### src/rtl/fifo_rd_drain.sv
// rtl/fifo_rd_drain.sv - read-side FIFO consumer with 2-entry skid buffer and enable/drain FSM
// Optional pop counter: define FIFO_RD_POP_CNT_EN to add the pop_cnt port.

module fifo_rd_drain #(
    parameter int DW = 8,
    parameter int CW = 16
) (
    input  logic          rclk,
    input  logic          reset_r_n,
    input  logic          en,
    input  logic          empty,
    input  logic [DW-1:0] rdata,
    output logic          pop,
    output logic          out_valid,
    output logic [DW-1:0] out_data,
    input  logic          out_ready,
    output logic          idle
`ifdef FIFO_RD_POP_CNT_EN
    ,
    output logic [CW-1:0] pop_cnt
`endif
);

    typedef enum logic [1:0] {
        IDLE  = 2'd0,
        RUN   = 2'd1,
        DRAIN = 2'd2
    } state_t;

    state_t        state;
    state_t        state_next;
    logic [1:0]    occ;
    logic [1:0]    occ_next;
    logic [DW-1:0] buf_head;
    logic [DW-1:0] buf_tail;
    logic          hs;

    // pop is a function of registered state and the registered FIFO flag only,
    // so downstream ready never reaches the FIFO pop combinationally.
    always_comb begin
        pop       = (state == RUN) && !empty && (occ != 2'd2);
        out_valid = (occ != 2'd0);
        out_data  = buf_head;
        hs        = out_valid && out_ready;
        idle      = (state == IDLE);
    end

    always_comb begin
        occ_next = occ;
        case ({pop, hs})
            2'b10:   occ_next = occ + 2'd1;
            2'b01:   occ_next = occ - 2'd1;
            default: occ_next = occ;
        endcase
    end

    // Exits toward IDLE look at the post-edge occupancy so IDLE is only ever
    // entered with an empty buffer, even when a pop or the last handshake
    // lands on the same edge.
    always_comb begin
        state_next = state;
        case (state)
            IDLE: begin
                if (en) state_next = RUN;
            end
            RUN: begin
                if (!en) state_next = (occ_next != 2'd0) ? DRAIN : IDLE;
            end
            DRAIN: begin
                if (en)                       state_next = RUN;
                else if (occ_next == 2'd0)    state_next = IDLE;
            end
            default: state_next = IDLE;
        endcase
    end

    always_ff @(posedge rclk or negedge reset_r_n) begin
        if (!reset_r_n) begin
            state <= IDLE;
            occ   <= 2'd0;
        end else begin
            state <= state_next;
            occ   <= occ_next;
        end
    end

    // Simultaneous pop and handshake only happens at occ==1 (pop needs occ<2,
    // handshake needs occ>0), so the new word goes straight to the head.
    always_ff @(posedge rclk or negedge reset_r_n) begin
        if (!reset_r_n) begin
            buf_head <= '0;
            buf_tail <= '0;
        end else begin
            case ({pop, hs})
                2'b10: begin
                    if (occ == 2'd0) buf_head <= rdata;
                    else             buf_tail <= rdata;
                end
                2'b01: begin
                    buf_head <= buf_tail;
                end
                2'b11: begin
                    buf_head <= rdata;
                end
                default: begin
                    buf_head <= buf_head;
                end
            endcase
        end
    end

`ifdef FIFO_RD_POP_CNT_EN
    always_ff @(posedge rclk or negedge reset_r_n) begin
        if (!reset_r_n) pop_cnt <= '0;
        else if (pop)   pop_cnt <= pop_cnt + CW'(1);
    end
`endif

endmodule

### config.mk
export PLATFORM = sky130hd
export DESIGN_NAME = fifo_rd_drain
export DESIGN_NICKNAME = d
export VERILOG_FILES = /design/src/rtl/fifo_rd_drain.sv
export SDC_FILE = /design/constraint.sdc
export NUM_CORES = 1
export LEC_CHECK = 0
export BUFFER_PORTS_ARGS = -buffer_cell sky130_fd_sc_hd__buf_2
export CORE_MARGIN = 2
export CORE_UTILIZATION = 49
export DETAILED_ROUTE_END_ITERATION = 16
export PLACE_DENSITY = 0.74
export SLEW_MARGIN = 20
export SYNTH_ARGS = -nofsm -noshare
export SYNTH_HDL_FRONTEND = slang
export SYNTH_SLANG_ARGS = --single-unit
### constraint.sdc
create_clock -name rclk -period 2.76 [get_ports rclk]
set_input_delay 0.276 -clock rclk [delete_from_list [all_inputs] [get_ports rclk]]
set_output_delay 0.276 -clock rclk [all_outputs]
set_load 0.05 [all_outputs]
* Word level (Yosys, flattened, before mapping) *
Index checks and enable logic that the tools add are counted.

storage, ports and cells
  register bits after elaboration = 20
  input bits = 13
  output and inout bits = 11
  logic and storage cells = 39

operators by class
  $add $sub $neg = 2
  eq/ne operators = 10
  multiplexer cells = 9
  bitwise logic cells = 1
  reductions and logical operators = 13

operator list
  kind                                                                   count
  8-bit case mux with 3 select lines                                     1
  2-bit 2-to-1 mux                                                       5
  8-bit 2-to-1 mux                                                       1
  2-bit != test, second input constant                                   4
  2-bit equality test, second input constant                             3
  2-bit zero test                                                        3
  2-bit case mux with 3 select lines                                     1
  2-bit by 1-bit equality test with 1-bit output, second input constant  2
  2-bit case mux with 2 select lines                                     1
  2-bit AND reduction                                                    2
  2-bit nonzero test                                                     2
  1-bit logical AND                                                      3
  3-bit != test, second input constant                                   1
  3-bit AND reduction                                                    1
  3-bit nonzero test                                                     1
  2-bit by 1-bit adder with 2-bit output, second input constant          1
  2-bit by 1-bit subtractor with 2-bit output, second input constant     1
  1-bit zero test                                                        1
  1-bit inverter                                                         1

* Logic depth before layout (Yosys ltp) *
  word-level depth = 9
  mapped depth = 9
  mapped depth without buffers = 7

* Worst setup path after synthesis *
No wires, ideal clock.

  path type = flip-flop to flip-flop
  start = register state[1]
  end = register buf_tail[0]
  setup time = 0.125 ns
  arrival time = 1.994 ns
  data required time = 2.635 ns
  slack = 0.641 ns
  stages on the path, launching flop included = 7
  path buffers = 0
  clock period less this slack = 2.119 ns
  path through = dfrtp_1 -> nor3b_1 -> o21ai_0 -> inv_1 -> ha_1 -> nand2_1 -> mux2_2

on the way
  word-level cells in the longest chain between the ends = 5

ends and longest elaborated chain
  element                                         RTL line  text
  from (decl)                                     30        state_t state;
  from (signal assigned)                          82        state <= state_next;
  2-bit by 1-bit equality test with 1-bit output  41        pop = (state == RUN) && !empty && (occ != 2'd2);
  1-bit logical AND (2 in series)                 41
  via pop                                         13        output logic pop,
  2-bit equality test                             94        case ({pop, hs})
  2-bit AND reduction (no line)                   --
  to (signal assigned)                            97        else buf_tail <= rdata;
  to (decl)                                       35        logic [DW-1:0] buf_tail;

The timed path passes the listed nets, and every way through them passes these cells.
A chain may end at the register's enable or synchronous reset.

* Worst setup path in the final report *
  start = register state[1]
  end = register state[1]

on the way
  word-level cells in the longest chain between the ends = 9
  elaborated cells between the ends (all ways) = 17
  those cells by class = 7 x eq/ne; 4 x mux; 6 x reduce/logical

ends and longest elaborated chain
  element                                                                                       RTL line  text
  2-bit by 1-bit equality test with 1-bit output                                                41, 62
  1-bit logical AND (2 in series)                                                               41
  2-bit by 1-bit equality test with 1-bit output / 2-bit equality test (equally long branches)  50        case ({pop, hs})
  2-bit case mux with 2 select lines                                                            50
  2-bit nonzero test                                                                            67        if (!en) state_next = (occ_next != 2'd0) ? DRAIN : IDLE;
  2-bit 2-to-1 mux (2 in series)                                                                67
  2-bit case mux with 3 select lines                                                            62        case (state)

Several ways; a longest one is shown, not always the timed one. The select of a mux whose other input is x is not followed.

==> flow_summary.json <==
{
  "path_clk_slew_ns": 0.11,
  "cts.repair.resized": 0,
  "antenna_found_initial": 0,
  "fin_worst_skew_ns": 0.007327,
  "cts_root_buf": "clkbuf_4",
  "power_density_nw_per_um2": 1268,
  "period_share": 0.8399,
  "yosysTopAreaCellShare": 0.5181,
  "critPathBufInv": 0,
  "ant_nets": 0,
  "grt_pass1_vias": 642,
  "max_freq_mhz": 431.4,
  "postSynthAreaPerCell_um2": 13.80,
  "final_area_um2": 1145,
  "multi_input_area_um2": 430.4,
  "rr_worst_depth": 6,
  "cp.required_ns": 2.93,
  "synth.distinct_cells": 19,
  "ys_seq_area_frac": 0.5181,
  "crit_type": "reg -> reg",
  "core_um2": 1902,
  "grt_overflow": 0,
  "finalCriticalPeriod_ns": 2.318,
  "place_congestion": 0.7720,
  "n_antenna_cell": 0,
  "critPathCaptureType": "flip-flop",
  "placedCellCount": 118,
  "synthesis.nets": 85,
  "initial_core_util": 0.5079,
  "stdcell_count": 123,
  "dieArea_um2": 2343,
  "ys.warnings.count": 0,
  "startpoint_type": "flip-flop",
  "relSlewSlack": 0.6713,
  "crit_chain": "nor3b_1, o21ai_0, ha_1, nand3b_1, o21ai_0, a2111oi_0",
  "slew_violations": 0,
  "rsz0062_at_grt": "false",
  "via_count": 617,
  "syn2layout_area_growth_pct": 18.52,
  "crit_top_cell": "o21ai_0",
  "wl_mm": 1.589,
  "cp_top_family": "compound AO/OA/AOI/OAI gates",
  "maxCapViolations": 0,
  "setup_viol": 0,
  "synth_area_leaders": "dfrtp_1 (52%), mux2_2 (28%), xnor2_1 (3.6%), ha_1 (2.6%), a31oi_4 (2.2%)",
  "crit_slowest_cell": "dfrtp_1",
  "clk_latency_ns": 0.30,
  "grt_pass1_wl_mm": 2.787,
  "regToRegStartpoint": "state[1]",
  "via_per_inst": 5.016,
  "synth.cell_area_um2": 965.9,
  "place_area_um2": 1099,
  "hold_viol": 0,
  "ir_drop_v": 0.0005734,
  "final_cell_mix": "mux2_2 (24), buf_2 (23), dfrtp_1 (20)",
  "fin_nets": 112,
  "io_pins": 24,
  "clock_sinks": 20,
  "firstDrtPassIters": 3,
  "cp.arrival_ns": 2.49,
  "grt_usage": 0.1520,
  "numPortBuffers": 23,
  "path_max_fanout": 11,
  "die_width_um": 48.40,
  "rows": 16,
  "setup_tns_ns": 0,
  "r2r-end": "state[1]",
  "cts_tree": "built",
  "post-route-drc-count": 0,
  "layout_commonest_cell": "mux2_2",
  "postCtsHoldBufs": 1,
  "avgRoutedWirePerCell_um": 12.92,
  "fill_cells": 173,
  "clockBufferDepth": 2,
  "synth_top_cell_by_area": "dfrtp_1",
  "ys_ff_latch": 20,
  "die_h_um": 48.40,
  "syn_inst": 70,
  "leakage_nw": 0.5370,
  "status": "complete, no violations",
  "first_iter_violations": 4,
  "htreeDepth": 1,
  "crit_start": "state[1]",
  "crit_end": "state[1]",
  "grt_max_degree": 21,
  "register_area_um2": 500.5,
  "worst_slew_pin_slew_ns": 0.4930,
  "cts_setup_buffers": 0,
  "regToRegSetupSlack_ns": 0.44,
  "hold_depth": 2,
  "path_depth": 6,
  "hpwl_mm": 1.165,
  "cts_made_buffers": 3,
  "drive_gt1_frac": 0.5729,
  "max_stage_delay_ns": 0.43,
  "min_path_type": "in -> reg"
}
## power breakdown
group          internal [W]  switching (W)
clock network     0.0000804      0.0000927
registers          0.000436      0.0000776
logic              0.000295       0.000470
total              0.000811       0.000641
## cells in the mapped netlist
master / number
dfrtp_1: 20
o21ai_0: 2
mux2_2: 24
or2_4: 1
nor4_1: 1
a2111oi_0: 1
nand2_4: 1
nor3b_1: 1
nor2_1: 2
buf_2: 1
a21boi_0: 1
inv_2: 1
xnor2_1: 4
a31oi_4: 1
nand2_1: 1
inv_1: 4
nand3b_1: 1
ha_1: 2
buf_6: 1
## metrics by stage
| stage | hold WS [ns] | setup slack [ns] | power, W | utilization |
|---|---|---|---|---|
| finish | 0.1449 | 0.4420 | 0.001451 | 0.6020 |
| global route | 0.1487 | 0.07097 | 0.001547 | 0.6020 |
| CTS | 0.1324 | 0.4090 | 0.001468 | 0.6020 |
| detailed placement | 0.2515 | 0.4417 | 0.001297 | 0.5776 |
| global placement | 0.2447 | 0.6562 | 0.001268 | 0.5776 |
| floorplan | -0.01959 | 0.6411 | 0.001152 | - |
## worst min-delay path by stage
stage / start / to / slack (ns)
2_1_floorplan: reset_r_n / buf_tail[0] / -0.02
5_1_grt: en / state[1] / 0.15
3_5_place_dp: reset_r_n / out_data[1] / 0.25
4_1_cts: en / state[1] / 0.13
3_3_place_gp: reset_r_n / buf_tail[1] / 0.24
6_report: en / state[1] / 0.14
## registers in the layout (all words and copies together), names as in the netlist
register	flops
occ	2
out_data	8
buf_tail	8
state	2
## worst reg2reg max path: stages (launching register included)
cell and delay (ns):
dfrtp_1 0.43, nor3b_1 0.41, o21ai_0 0.23, ha_1 0.43
nand3b_1 0.17, o21ai_0 0.11, a2111oi_0 0.42
## layout make-up
type / count / area share
sequential: 20 / 0.4372
multi-input combinational: 43 / 0.3760
timing repair buffer: 24 / 0.1093
clock buffer: 4 / 0.03169
tap: 27 / 0.02951
inverter: 5 / 0.01639
## cells by family (layout without fill, tap and decap cells)
logic type / after synthesis / in the layout / synth area share
muxes: 24 / 24 / 0.2798
DFF: 20 / 20 / 0.5181
and+or+nand+nor: 8 / 8 / 0.05441
buffers and inverters: 7 / 33 / 0.03626
AOI/OAI and AO/OA: 5 / 5 / 0.04923
xor gates and xnor gates: 4 / 4 / 0.03627
adders and majority gates: 2 / 2 / 0.02590
## metal layers
| metal | vias up | track usage | part of all wire |
|---|---|---|---|
| met5 | - | 0 | 0 |
| met3 | 4 | 0.02469 | 0.044 |
| met2 | 16 | 0.2500 | 0.48 |
| met4 | 0 | 0.06667 | 0.013 |
| met1 | 300 | 0.2000 | 0.46 |
| li1 | 297 | - | - |
(Power assumes the default switching activity.)
